[src/rtl/zx_vram_pkg.sv]
// Shared types and sizes for the video-RAM port: RAM window, posted-write
// buffer depth, read FSM states and slot-owner encoding.
package zx_vram_pkg;

    localparam int VRAM_AW    = 13;
    localparam int WBUF_DEPTH = 2;

    typedef enum logic [1:0] {
        IDLE    = 2'd0,
        RD_WAIT = 2'd1,
        RD_DATA = 2'd2
    } rdState_t;

    typedef enum logic [1:0] {
        SLOT_VIDEO = 2'd0,
        SLOT_DRAIN = 2'd1,
        SLOT_READ  = 2'd2,
        SLOT_IDLE  = 2'd3
    } slotOwner_t;

    // Pointer width for a FIFO of the given depth; never narrower than one bit.
    function automatic int ptrWidth(input int depth);
        return (depth > 1) ? $clog2(depth) : 1;
    endfunction

endpackage

[src/rtl/vram_wbuf.sv]
// Posted-write buffer: DEPTH-entry {addr,data} FIFO. A push while full and a
// pop while empty are ignored, so callers may assert them unconditionally.
module vram_wbuf
    import zx_vram_pkg::*;
#(
    parameter int AW    = VRAM_AW,
    parameter int DEPTH = WBUF_DEPTH,
    localparam int CW   = $clog2(DEPTH + 1)
) (
    input  logic          clock,
    input  logic          reset,
    input  logic          push,
    input  logic [AW-1:0] pushAddr,
    input  logic [7:0]    pushData,
    input  logic          pop,
    output logic [AW-1:0] popAddr,
    output logic [7:0]    popData,
    output logic          full,
    output logic          empty,
    output logic [CW-1:0] count
);

    localparam int PW = ptrWidth(DEPTH);

    logic [AW-1:0] addrMem [DEPTH];
    logic [7:0]    dataMem [DEPTH];
    logic [PW-1:0] wrPtr;
    logic [PW-1:0] rdPtr;
    logic          doPush;
    logic          doPop;

    function automatic logic [PW-1:0] nextPtr(input logic [PW-1:0] ptr);
        return (ptr == PW'(DEPTH - 1)) ? '0 : ptr + 1'b1;
    endfunction

    assign full    = (count == CW'(DEPTH));
    assign empty   = (count == '0);
    assign doPush  = push & ~full;
    assign doPop   = pop & ~empty;
    assign popAddr = addrMem[rdPtr];
    assign popData = dataMem[rdPtr];

    // Entry storage; contents are meaningless once the pointers are reset.
    always_ff @(posedge clock) begin
        if (doPush) begin
            addrMem[wrPtr] <= pushAddr;
            dataMem[wrPtr] <= pushData;
        end
    end

    // Pointers and occupancy; push+pop together leaves the count unchanged.
    always_ff @(posedge clock or negedge reset) begin
        if (!reset) begin
            wrPtr <= '0;
            rdPtr <= '0;
            count <= '0;
        end else begin
            if (doPush) wrPtr <= nextPtr(wrPtr);
            if (doPop)  rdPtr <= nextPtr(rdPtr);
            case ({doPush, doPop})
                2'b10:   count <= count + 1'b1;
                2'b01:   count <= count - 1'b1;
                default: count <= count;
            endcase
        end
    end

endmodule

[src/rtl/vram_port.sv]
// Single-ported video-RAM controller. Video owns every ce slot it claims;
// free slots drain posted CPU writes first, then serve a pending CPU read.
//
// state   | meaning
// --------+-------------------------------------------------------------
// IDLE    | no CPU read outstanding; writes are accepted here
// RD_WAIT | read pending, waiting for empty buffer and a non-video slot
// RD_DATA | read address issued; one RAM clock, then capture and cack
module vram_port
    import zx_vram_pkg::*;
#(
    parameter int AW    = VRAM_AW,
    parameter int DEPTH = WBUF_DEPTH
) (
    input  logic          clock,
    input  logic          reset,
    input  logic          ce,
    input  logic [AW-1:0] va,
    input  logic          vrd,
    output logic [7:0]    vd,
    input  logic [AW-1:0] ca,
    input  logic [7:0]    cdi,
    input  logic          creq,
    input  logic          cwr,
    output logic          cack,
    output logic [7:0]    cdo,
    output logic          cwait,
    output logic [AW-1:0] ma,
    output logic [7:0]    mdo,
    output logic          mwe,
    input  logic [7:0]    mdi
);

    localparam int CW = $clog2(DEPTH + 1);

    rdState_t      rdState;
    rdState_t      rdNext;
    slotOwner_t    slot;
    logic          wrAccept;
    logic          rdCapture;
    logic          rdLat;
    logic [1:0]    vidPipe;
    logic [AW-1:0] bufAddr;
    logic [7:0]    bufData;
    logic          bufFull;
    logic          bufEmpty;
    logic [CW-1:0] bufCount;

    vram_wbuf #(
        .AW    (AW),
        .DEPTH (DEPTH)
    ) uWbuf (
        .clock    (clock),
        .reset    (reset),
        .push     (wrAccept),
        .pushAddr (ca),
        .pushData (cdi),
        .pop      (slot == SLOT_DRAIN),
        .popAddr  (bufAddr),
        .popData  (bufData),
        .full     (bufFull),
        .empty    (bufEmpty),
        .count    (bufCount)
    );

    assign cwait = creq & ~cack;

    // Read FSM state register.
    always_ff @(posedge clock or negedge reset) begin
        if (!reset) rdState <= IDLE;
        else        rdState <= rdNext;
    end

    // Read FSM next state; a new request is only sampled while cack is low.
    always_comb begin
        rdNext = rdState;
        case (rdState)
            IDLE:    if (creq && !cwr && !cack) rdNext = RD_WAIT;
            RD_WAIT: if (slot == SLOT_READ)     rdNext = RD_DATA;
            RD_DATA: if (rdCapture)             rdNext = IDLE;
            default: rdNext = IDLE;
        endcase
    end

    // Slot arbitration and FSM-derived strobes. Fullness is the registered
    // count, so a same-clock drain does not make room for a push.
    always_comb begin
        slot = SLOT_IDLE;
        if (ce) begin
            if (vrd)                    slot = SLOT_VIDEO;
            else if (bufCount != '0)    slot = SLOT_DRAIN;
            else if (bufEmpty && rdState == RD_WAIT) slot = SLOT_READ;
        end
        wrAccept  = (rdState == IDLE) & creq & cwr & ~cack & ~bufFull;
        rdCapture = (rdState == RD_DATA) & ~rdLat;
    end

    // RAM port, video and CPU result registers.
    always_ff @(posedge clock or negedge reset) begin
        if (!reset) begin
            ma      <= '0;
            mdo     <= '0;
            mwe     <= 1'b0;
            vd      <= '0;
            cdo     <= '0;
            cack    <= 1'b0;
            rdLat   <= 1'b0;
            vidPipe <= '0;
        end else begin
            mwe <= (slot == SLOT_DRAIN);
            case (slot)
                SLOT_VIDEO: ma <= va;
                SLOT_DRAIN: begin
                    ma  <= bufAddr;
                    mdo <= bufData;
                end
                SLOT_READ:  ma <= ca;
                default:    ;
            endcase
            // mdi answers one clock after ma, so capture two clocks after the slot.
            vidPipe <= {vidPipe[0], slot == SLOT_VIDEO};
            if (vidPipe[1]) vd <= mdi;
            rdLat <= (slot == SLOT_READ);
            if (rdCapture) cdo <= mdi;
            cack <= wrAccept | rdCapture;
        end
    end

endmodule

[config.mk]
export PLATFORM = sky130hd
export DESIGN_NAME = vram_port
export DESIGN_NICKNAME = d
export VERILOG_FILES = /design/src/rtl/zx_vram_pkg.sv /design/src/rtl/vram_wbuf.sv /design/src/rtl/vram_port.sv
export SDC_FILE = /design/constraint.sdc
export NUM_CORES = 1
export LEC_CHECK = 0
export CAP_MARGIN = 20
export CORE_UTILIZATION = 51
export CTS_BUF_LIST = sky130_fd_sc_hd__clkbuf_8
export DETAILED_ROUTE_END_ITERATION = 12
export PLACE_DENSITY = 0.82
export SETUP_SLACK_MARGIN = 0.02
export SLEW_MARGIN = 5
export SYNTH_ARGS = -nofsm -noshare
export SYNTH_HDL_FRONTEND = slang
export SYNTH_SLANG_ARGS = --single-unit
[constraint.sdc]
create_clock -name clock -period 3.3 [get_ports clock]
set_input_delay 0.66 -clock clock [delete_from_list [all_inputs] [get_ports clock]]
set_output_delay 0.66 -clock clock [all_outputs]
set_load 0.02 [all_outputs]
### Word level (Yosys, flattened, before mapping)

Memory sizes are Yosys's and may differ from the RTL's. A register that Yosys moved wholly into a read port is not among the register bits.
Cells that the tools add are included.

* div/mod/pow operators: 0
* multiplexer cells: 14
* $add $sub $neg: 4
* equal/unequal tests: 10
* multipliers: 0
* $lt $le $gt $ge: 0
* shift operators: 0
* bitwise gates (word level): 13
* reductions and logical operators: 13

Operators with widths (number)
* $pmux W13 S3: 1
* $mux W2: 6
* $and A1 B1 Y1: 8
* $eq A2 B2 Y1 const B: 4
* $eq A2 B1 Y1 const B: 3
* $logic_not A2 Y1: 3
* $ne A2 B2 Y1 const B: 3
* $pmux W2 S3: 1
* $mux W1: 5
* $not A1 Y1: 4
* $pmux W2 S2: 1
* $reduce_bool A2 Y1: 2
* $logic_and A1 B1 Y1: 3
* $logic_not A1 Y1: 3
* $reduce_and A3 Y1: 1
* $reduce_bool A3 Y1: 1
* $add A1 B1 Y1 const B: 2
* $add A2 B1 Y2 const B: 1
* $sub A2 B1 Y2 const B: 1
* $or A1 B1 Y1: 1

* memory bits (read-only): 0
* flip-flop bits (word level): 40
* logic and storage cells: 67
* RAM bits: 42
* bits of input ports: 48
* latch bits: 0
* output and inout bits: 40
* memories kept: 2

Memories
* uWbuf.addrMem: words 2, bits a word 13, rd ports 1, clocked after memory_dff 0, write ports 1, RTL line vram_wbuf.sv:25 `logic [AW-1:0] addrMem [DEPTH];`
* uWbuf.dataMem: words 2, bits a word 8, rd ports 1, clocked after memory_dff 1, write ports 1, RTL line vram_wbuf.sv:26 `logic [7:0] dataMem [DEPTH];`

### Logic depth before layout (Yosys ltp)

Gate-level depths: netlist of the first run.

* depth after elaboration: 10
* mapped depth: 8
* depth with buffers taken out: 6

### Modules after synthesis

From an unflattened synthesis of the first run, not the netlist that was laid out.

* cells, all modules: 235
* area total of the unflattened synthesis: 3677.3 sq um

Modules (own cells, without submodules)
* vram_port: sequential area each 1101.1 sq um, area each 1960.6 sq um, instances 1, cells each 152
* vram_wbuf: sequential area each 1361.3 sq um, area each 1716.6 sq um, instances 1, cells each 83

### Least setup slack after synthesis of the first run

Ideal clock, no wire load.

* path kind: input port to flip-flop
* start: input creq
* end: memory uWbuf.addrMem[0][0] (netlist bit), enable pin
* path buffers: 0
* setup time: 0.399 ns
* cell stages on the path: 3
* data arrival time: 2.065 ns
* slack: 0.837 ns
* cell sequence: nor3b_1 > nand4b_1 > nor2_1

* longest elaborated chain between the ends: 7

Ends and longest elaborated chain
* from (decl): RTL line vram_port.sv:23 `input logic creq,`
* $and A1 B1 Y1 (4 in a row): RTL line vram_port.sv:94 `wrAccept = (rdState == IDLE) & creq & cwr & ~cack & ~bufFull;`
* $and A1 B1 Y1: RTL line vram_wbuf.sv:38 `assign doPush = push & ~full;`
* $mux W1: RTL line vram_wbuf.sv:45 `if (doPush) begin`
* $mux W1 (implied by the code): RTL line vram_wbuf.sv:46 `addrMem[wrPtr] <= pushAddr;`
* to (decl): RTL line vram_wbuf.sv:25

Every way passes these cells.

### Worst setup path in the final report of the first run

* start: input creq
* end: output cwait

* longest elaborated chain between the ends: 1

Ends and longest elaborated chain
* $and A1 B1 Y1: RTL line vram_port.sv:66 `assign cwait = creq & ~cack;`
* to (decl): RTL line vram_port.sv:27 `output logic cwait,`

Every way passes these cells.

==> results.yml, run 1 <==
outcome:
  status: "complete, no violations"
routing:
  drt_iter0_markers: 122
  wirelength_um: 7520
  drt-wirelength-per-cell_um: 17.5
  viasPerCell: 5.46
  num_vias: 2343
  drc: 0
  ant_nets: 0
  drt_pre_antenna_iters: 4
sta:
  finalCritPeriodShare_pct: 75.9
  setup_violations: 0
  fin_crit_ps: 2510
  tightest_slew_ps: 838
  rsz0062_at_grt: "false"
  slew_headroom_pct: 44.1
  slew_violations: 0
  tns_ps: 0
  worst_slack_ps: 794
  clock.fmax_mhz: 399
  hold_violations: 0
  fin_skew_ps: 8.39
clock_network:
  cts_buffers: 9
  htree_num_levels: 3
  hold_buffers: 0
  clk_latency_ps: 350
  ctsRootBufferMaster: "clkbuf_8"
  cts_buffer_depth: 2
  cts_tree: "done"
  postCtsSetupRepairBufs: 0
  clk_pin_slew_ps: 90
  cts_resized: 0
  cts_sinks: 90
logic_synthesis:
  synth_enable_flop_cells: 42
  synth_ff_type: "dfrtp_1"
  yosysTopAreaCell: "edfxtp_1"
  syn_area_um2: 3690
  yosysSeqAreaShare_pct: 66.7
  synth_top_area_share_pct: 34.1
  async_reset_ff_share_pct: 53.3
  synth_cells: 237
  synth_fp_nets: 286
  yosys_warnings: 0
  ys_top_cells_by_area: "edfxtp_1 (34%), dfrtp_1 (33%), mux2_2 (9.5%)"
  ys_ff_latch: 90
  synth_cell_type_count: 34
  syn_avg_cell_area_um2: 15.6
setup_path:
  crit_family: "buffers and inverters"
  critPathCaptureType: "output port"
  cp.arrival_ps: 1850
  cp_slowest_cell: "clkdlybuf4s50_1"
  path_buf_inv: 2
  cp_max_fo: 2
  crit_type: "primary input to output port"
  worst_setup_path_start_kind: "primary input"
  crit_required_ps: 2640
  worstPathCellList: "clkdlybuf4s50_1 > nor2b_1 > clkdlybuf4s50_1"
  cp_common_cell: "clkdlybuf4s50_1"
  max_stage_delay_ps: 600
global_route:
  antenna_found_initial: 0
  overflow: 0
  grt_max_degree: 49
  track_usage_pct: 22.3
  grt_pass1_wl_um: 12400
  grt_pass1_vias: 2480
power:
  switching_share_pct: 31.3
  seqPwrFrac_pct: 43.3
  p_int_mw: 2.64
  power_frac_clock_pct: 21.5
  switchingPower_mw: 1.20
  peakVddDrop_mv: 0.515
  powerDensity_nw_per_um2: 784
  combPwrFrac_pct: 35.1
  total_leakage_power_nw: 1.89
floorplanning:
  core_um2: 6910
  chipHeight_um: 87.1
  io_pins: 88
  initial_utilization_pct: 53.5
  die_w_um: 87.1
  row_count: 30
  dieArea_um2: 7590
layout:
  nets: 377
  drive_above_1_share_pct: 19.8
  num_antenna_cells: 0
  fin_cells: 429
  area_delta_synth_final_pct: 32.6
  fin_area_um2: 4900
placement:
  dpl.hpwl_um: 5020
  placed_area_um2: 4660
  gp_congestion: 0.752
  numPortBuffers: 87
  dpl_worst_slack_ps: 710
  place_inst: 412
min_path:
  min_path_type: "primary input to async pin"
job:
  maxCapViolCount: 0
## through the flow
step	power (mW)	hold WS, ps	utilization (%)
2_1_floorplan	2.47	331	-
3_3_place_gp	3.00	332	67.4
3_5_place_dp	3.04	341	67.4
4_1_cts	3.88	360	70.6
5_1_grt	4.03	202	70.9
6_report	3.84	197	70.9
## kinds of logic after synthesis
kind of cell / count (synthesis) / synth area share (%)
multiplexers: 45 / 13.3
AND/OR/NAND/NOR: 31 / 5.25
AO/OA/AOI/OAI: 44 / 10.0
XOR/XNOR: 5 / 1.19
adder cells (fa/ha/maj): 1 / 0.339
buffers and inverters: 21 / 3.25
flip-flops: 90 / 66.7
## worst reg2reg max path, cell delays in order, from the launching register on
cell and delay (ps):
dfrtp_1 480, nor3b_1 310, nand4b_1 370, ha_1 450, nor2_1 150, xor2_1 160
## power groups by stage
stage	Clock (mW)	Sequential, mW	Combinational (mW)
global route	0.886	1.70	1.44
floorplan	0	1.83	0.640
finish	0.826	1.66	1.35
CTS	0.846	1.67	1.36
detailed placement	0	1.69	1.35
global placement	0	1.68	1.32
## per-layer routing
metal  vias to the layer above  track usage (%)  share of wire, %
met5                         -                0                 0
met4                         0             12.4               3.1
met3                        22             4.93               5.7
met2                        92             36.2                50
met1                      1153             27.8                41
li1                       1076                -                 -
## state kept, by name, summed over array words and instances, names as in the netlist
signal         flops
rdLat              1
rdState            2
uWbuf.wrPtr        1
uWbuf.count        2
mdo                8
vidPipe            2
cdo                8
mwe                1
vd                 8
cack               1
uWbuf.rdPtr        1
ma                13
uWbuf.addrMem     26
uWbuf.dataMem     16
## cells in the final DEF (no fill, tap or decap), drive strengths merged, types with 6 or more instances in the layout
cell type,n
dfrtp,48
edfxtp,42
a211oi,13
clkdlybuf4s50,86
clkbuf,11
mux2i,13
mux2,32
inv,6
buf,12
o22a,13
a2bb2oi,13
nand2,14
## cell usage after synthesis, drive strengths merged (3+ instances only)
| library cell | count |
|---|---|
| edfxtp | 42 |
| buf | 15 |
| a211oi | 13 |
| clkbuf | 3 |
| nor3b | 4 |
| a2bb2oi | 13 |
| inv | 3 |
| xnor2 | 3 |
| dfrtp | 48 |
| o22a | 13 |
| mux2 | 32 |
| nand2 | 14 |
| mux2i | 13 |
| nor2 | 4 |
## worst paths after layout
kind | startpoint | endpoint | slack (ps) | depth (start not counted)
setup reg to reg | rdState[0]$_DFFE_PN0P_ | uWbuf.count[1]$_DFFE_PN0P_ | 1310 | 5
max in group asynchronous | reset | ma[9]$_DFFE_PN0P_ | 2590 | 2
hold reg to reg | vidPipe[0]$_DFF_PN0_ | vidPipe[1]$_DFF_PN0_ | 360 | 0
min in group clock | vidPipe[0]$_DFF_PN0_ | vidPipe[1]$_DFF_PN0_ | 360 | 0
hold / removal | reset | mdo[3]$_DFFE_PN0N_ | 200 | 1
setup / recovery | creq | cwait | 790 | 3
## area by class of cell
type / instances / area, um^2
repair buffers: 98 / 961
well taps: 96 / 120
multi-input cells: 126 / 1120
clock buffers: 11 / 151
inverters: 3 / 11.3
fillers: 489 / 2010
flip-flops and latches: 90 / 2460
clock inverters: 5 / 71.3
Power figures use the tool's default switching activity.
==> inputs of run 2 (changes only) <==
--- a/config.mk
+++ b/config.mk
@@ -6,10 +6,10 @@
 export NUM_CORES = 1
 export LEC_CHECK = 0
 export CAP_MARGIN = 20
-export CORE_UTILIZATION = 51
+export CORE_UTILIZATION = 46
 export CTS_BUF_LIST = sky130_fd_sc_hd__clkbuf_8
 export DETAILED_ROUTE_END_ITERATION = 12
-export PLACE_DENSITY = 0.82
+export PLACE_DENSITY = 0.78
 export SETUP_SLACK_MARGIN = 0.02
 export SLEW_MARGIN = 5
 export SYNTH_ARGS = -nofsm -noshare
==> constraint.sdc (replaced) <==
create_clock -name clock -period 2.17 [get_ports clock]
set_input_delay 0.434 -clock clock [delete_from_list [all_inputs] [get_ports clock]]
set_output_delay 0.434 -clock clock [all_outputs]
set_load 0.02 [all_outputs]
==> results.yml, run 2 (synthesized netlist as in run 1, its figures left out) <==
outcome:
  status: "complete, no violations"
sta:
  slew_violations: 0
  rsz0062_at_grt: "false"
  fin_skew_ps: 8.53
  slew_headroom_pct: 60.4
  setup_violations: 0
  clock.fmax_mhz: 484
  tightest_slew_ps: 595
  worst_slack_ps: 105
  fin_crit_ps: 2070
  finalCritPeriodShare_pct: 95.2
  hold_violations: 0
placement:
  dpl.hpwl_um: 5240
  gp_congestion: 0.782
  numPortBuffers: 87
  placed_area_um2: 4750
  dpl_worst_slack_ps: -78.8
clock_network:
  clk_latency_ps: 350
  clk_pin_slew_ps: 80
  cts_buffers: 9
  cts_buffer_depth: 2
  cts_tree: "done"
  cts_sinks: 90
  cts_resized: 0
  htree_num_levels: 3
  ctsRootBufferMaster: "clkbuf_8"
  postCtsSetupRepairBufs: 0
setup_path:
  crit_required_ps: 1740
  cp.arrival_ps: 1630
  worst_setup_path_start_kind: "primary input"
  critPathCaptureType: "output port"
  cp_max_fo: 2
  crit_type: "primary input to output port"
routing:
  viasPerCell: 5.29
  drc: 0
  num_vias: 2333
  wirelength_um: 7410
  drt-wirelength-per-cell_um: 16.8
  drt_pre_antenna_iters: 4
  ant_nets: 0
  drt_iter0_markers: 105
layout:
  final_cell_mix: "clkdlybuf4s50_1 (86), dfrtp_1 (48), edfxtp_1 (42)"
  top_register: "uWbuf.addrMem"
  fin_area_um2: 4940
  final_util_pct: 64.0
  num_antenna_cells: 0
  largest_register_ff_count: 26
  top_regs: "uWbuf.addrMem (26), uWbuf.dataMem (16), ma (13)"
  nets: 383
  mostFrequentLayoutCell: "clkdlybuf4s50_1"
  drive_above_1_share_pct: 21.8
  area_delta_synth_final_pct: 33.8
global_route:
  track_usage_pct: 19.3
  overflow: 0
  grt_max_degree: 22
  antenna_found_initial: 0
  grt_pass1_wl_um: 12200
  grt_pass1_vias: 2509
floorplanning:
  die_w_um: 91.6
  initial_utilization_pct: 47.8
  row_count: 32
  io_pins: 88
  dieArea_um2: 8390
  chipHeight_um: 91.6
  core_um2: 7730
job:
  maxCapViolCount: 0
power:
  powerDensity_nw_per_um2: 1150
  total_leakage_power_nw: 1.90
  peakVddDrop_mv: 0.490
min_path:
  min_path_type: "flip-flop to flip-flop"
[run 2: per-layer routing]
metal	share of wire, %	vias to the layer above	GRT usage, %
met4	1.7	0	8.86
met1	44	1164	24.5
li1	-	1078	-
met2	50	77	32.0
met3	4.5	14	3.85
met5	0	-	0
[run 2: cell type report]
class                   count  area, um^2
flip-flops and latches     90        2460
well taps                 102         128
inverters                   3        11.3
repair buffers            104        1030
clock buffers              11         151
fillers                   577        2790
clock inverters             5        35.0
multi-input cells         126        1120
[run 2: power by group]
group	switching, mW	leakage, nW	internal (mW)
registers	0.302	0.953	2.20
logic	0.977	0.847	1.17
clock network	0.568	0.101	0.484
total	1.85	1.90	3.85
[run 2: worst max-delay path, cell delays in order]
cell and delay, ps:
clkdlybuf4s50_1 460, nor2b_1 130, clkdlybuf4s50_1 610
[run 2: what timing repair did]
item                                   4_1_cts  5_1_grt
setup endpoints to repair                    0        0
endpoints found under the hold margin       13        0
hold buffers                                 1        0
[run 2: path summary, 6_finish.rpt]
check / start / endpoint / slack (ps) / depth (start not counted)
setup / recovery: creq / cwait / 100 / 3
hold / removal: vidPipe[0]$_DFF_PN0_ / vidPipe[1]$_DFF_PN0_ / 370 / 0
setup reg to reg: rdState[0]$_DFFE_PN0P_ / uWbuf.count[1]$_DFFE_PN0P_ / 300 / 6
hold reg to reg: vidPipe[0]$_DFF_PN0_ / vidPipe[1]$_DFF_PN0_ / 370 / 0
max in group asynchronous: reset / ma[3]$_DFFE_PN0P_ / 1090 / 3
min in group asynchronous: reset / cdo[4]$_DFFE_PN0P_ / 510 / 2
[run 2: per-stage QoR]
| step | total power, mW | setup TNS, ps | std cells | hold slack, ps |
|---|---|---|---|---|
| final | 5.69 | 0 | 441 | 374 |
| after global routing | 5.99 | 0 | 441 | 370 |
| after CTS | 5.74 | 0 | 441 | 375 |
| after detailed placement | 4.69 | -78.8 | 424 | 355 |
| after global placement | 4.62 | -0.439 | 424 | 344 |
| after floorplan | 3.75 | -4890 | 237 | 138 |
==> inputs of run 3 (changes only) <==
--- a/config.mk
+++ b/config.mk
@@ -11,7 +11,6 @@
 export DETAILED_ROUTE_END_ITERATION = 12
 export PLACE_DENSITY = 0.78
 export SETUP_SLACK_MARGIN = 0.02
-export SLEW_MARGIN = 5
 export SYNTH_ARGS = -nofsm -noshare
 export SYNTH_HDL_FRONTEND = slang
 export SYNTH_SLANG_ARGS = --single-unit
==> results of run 3 <==
No change in the layout: final DEF, timing and power equal those of run 2.
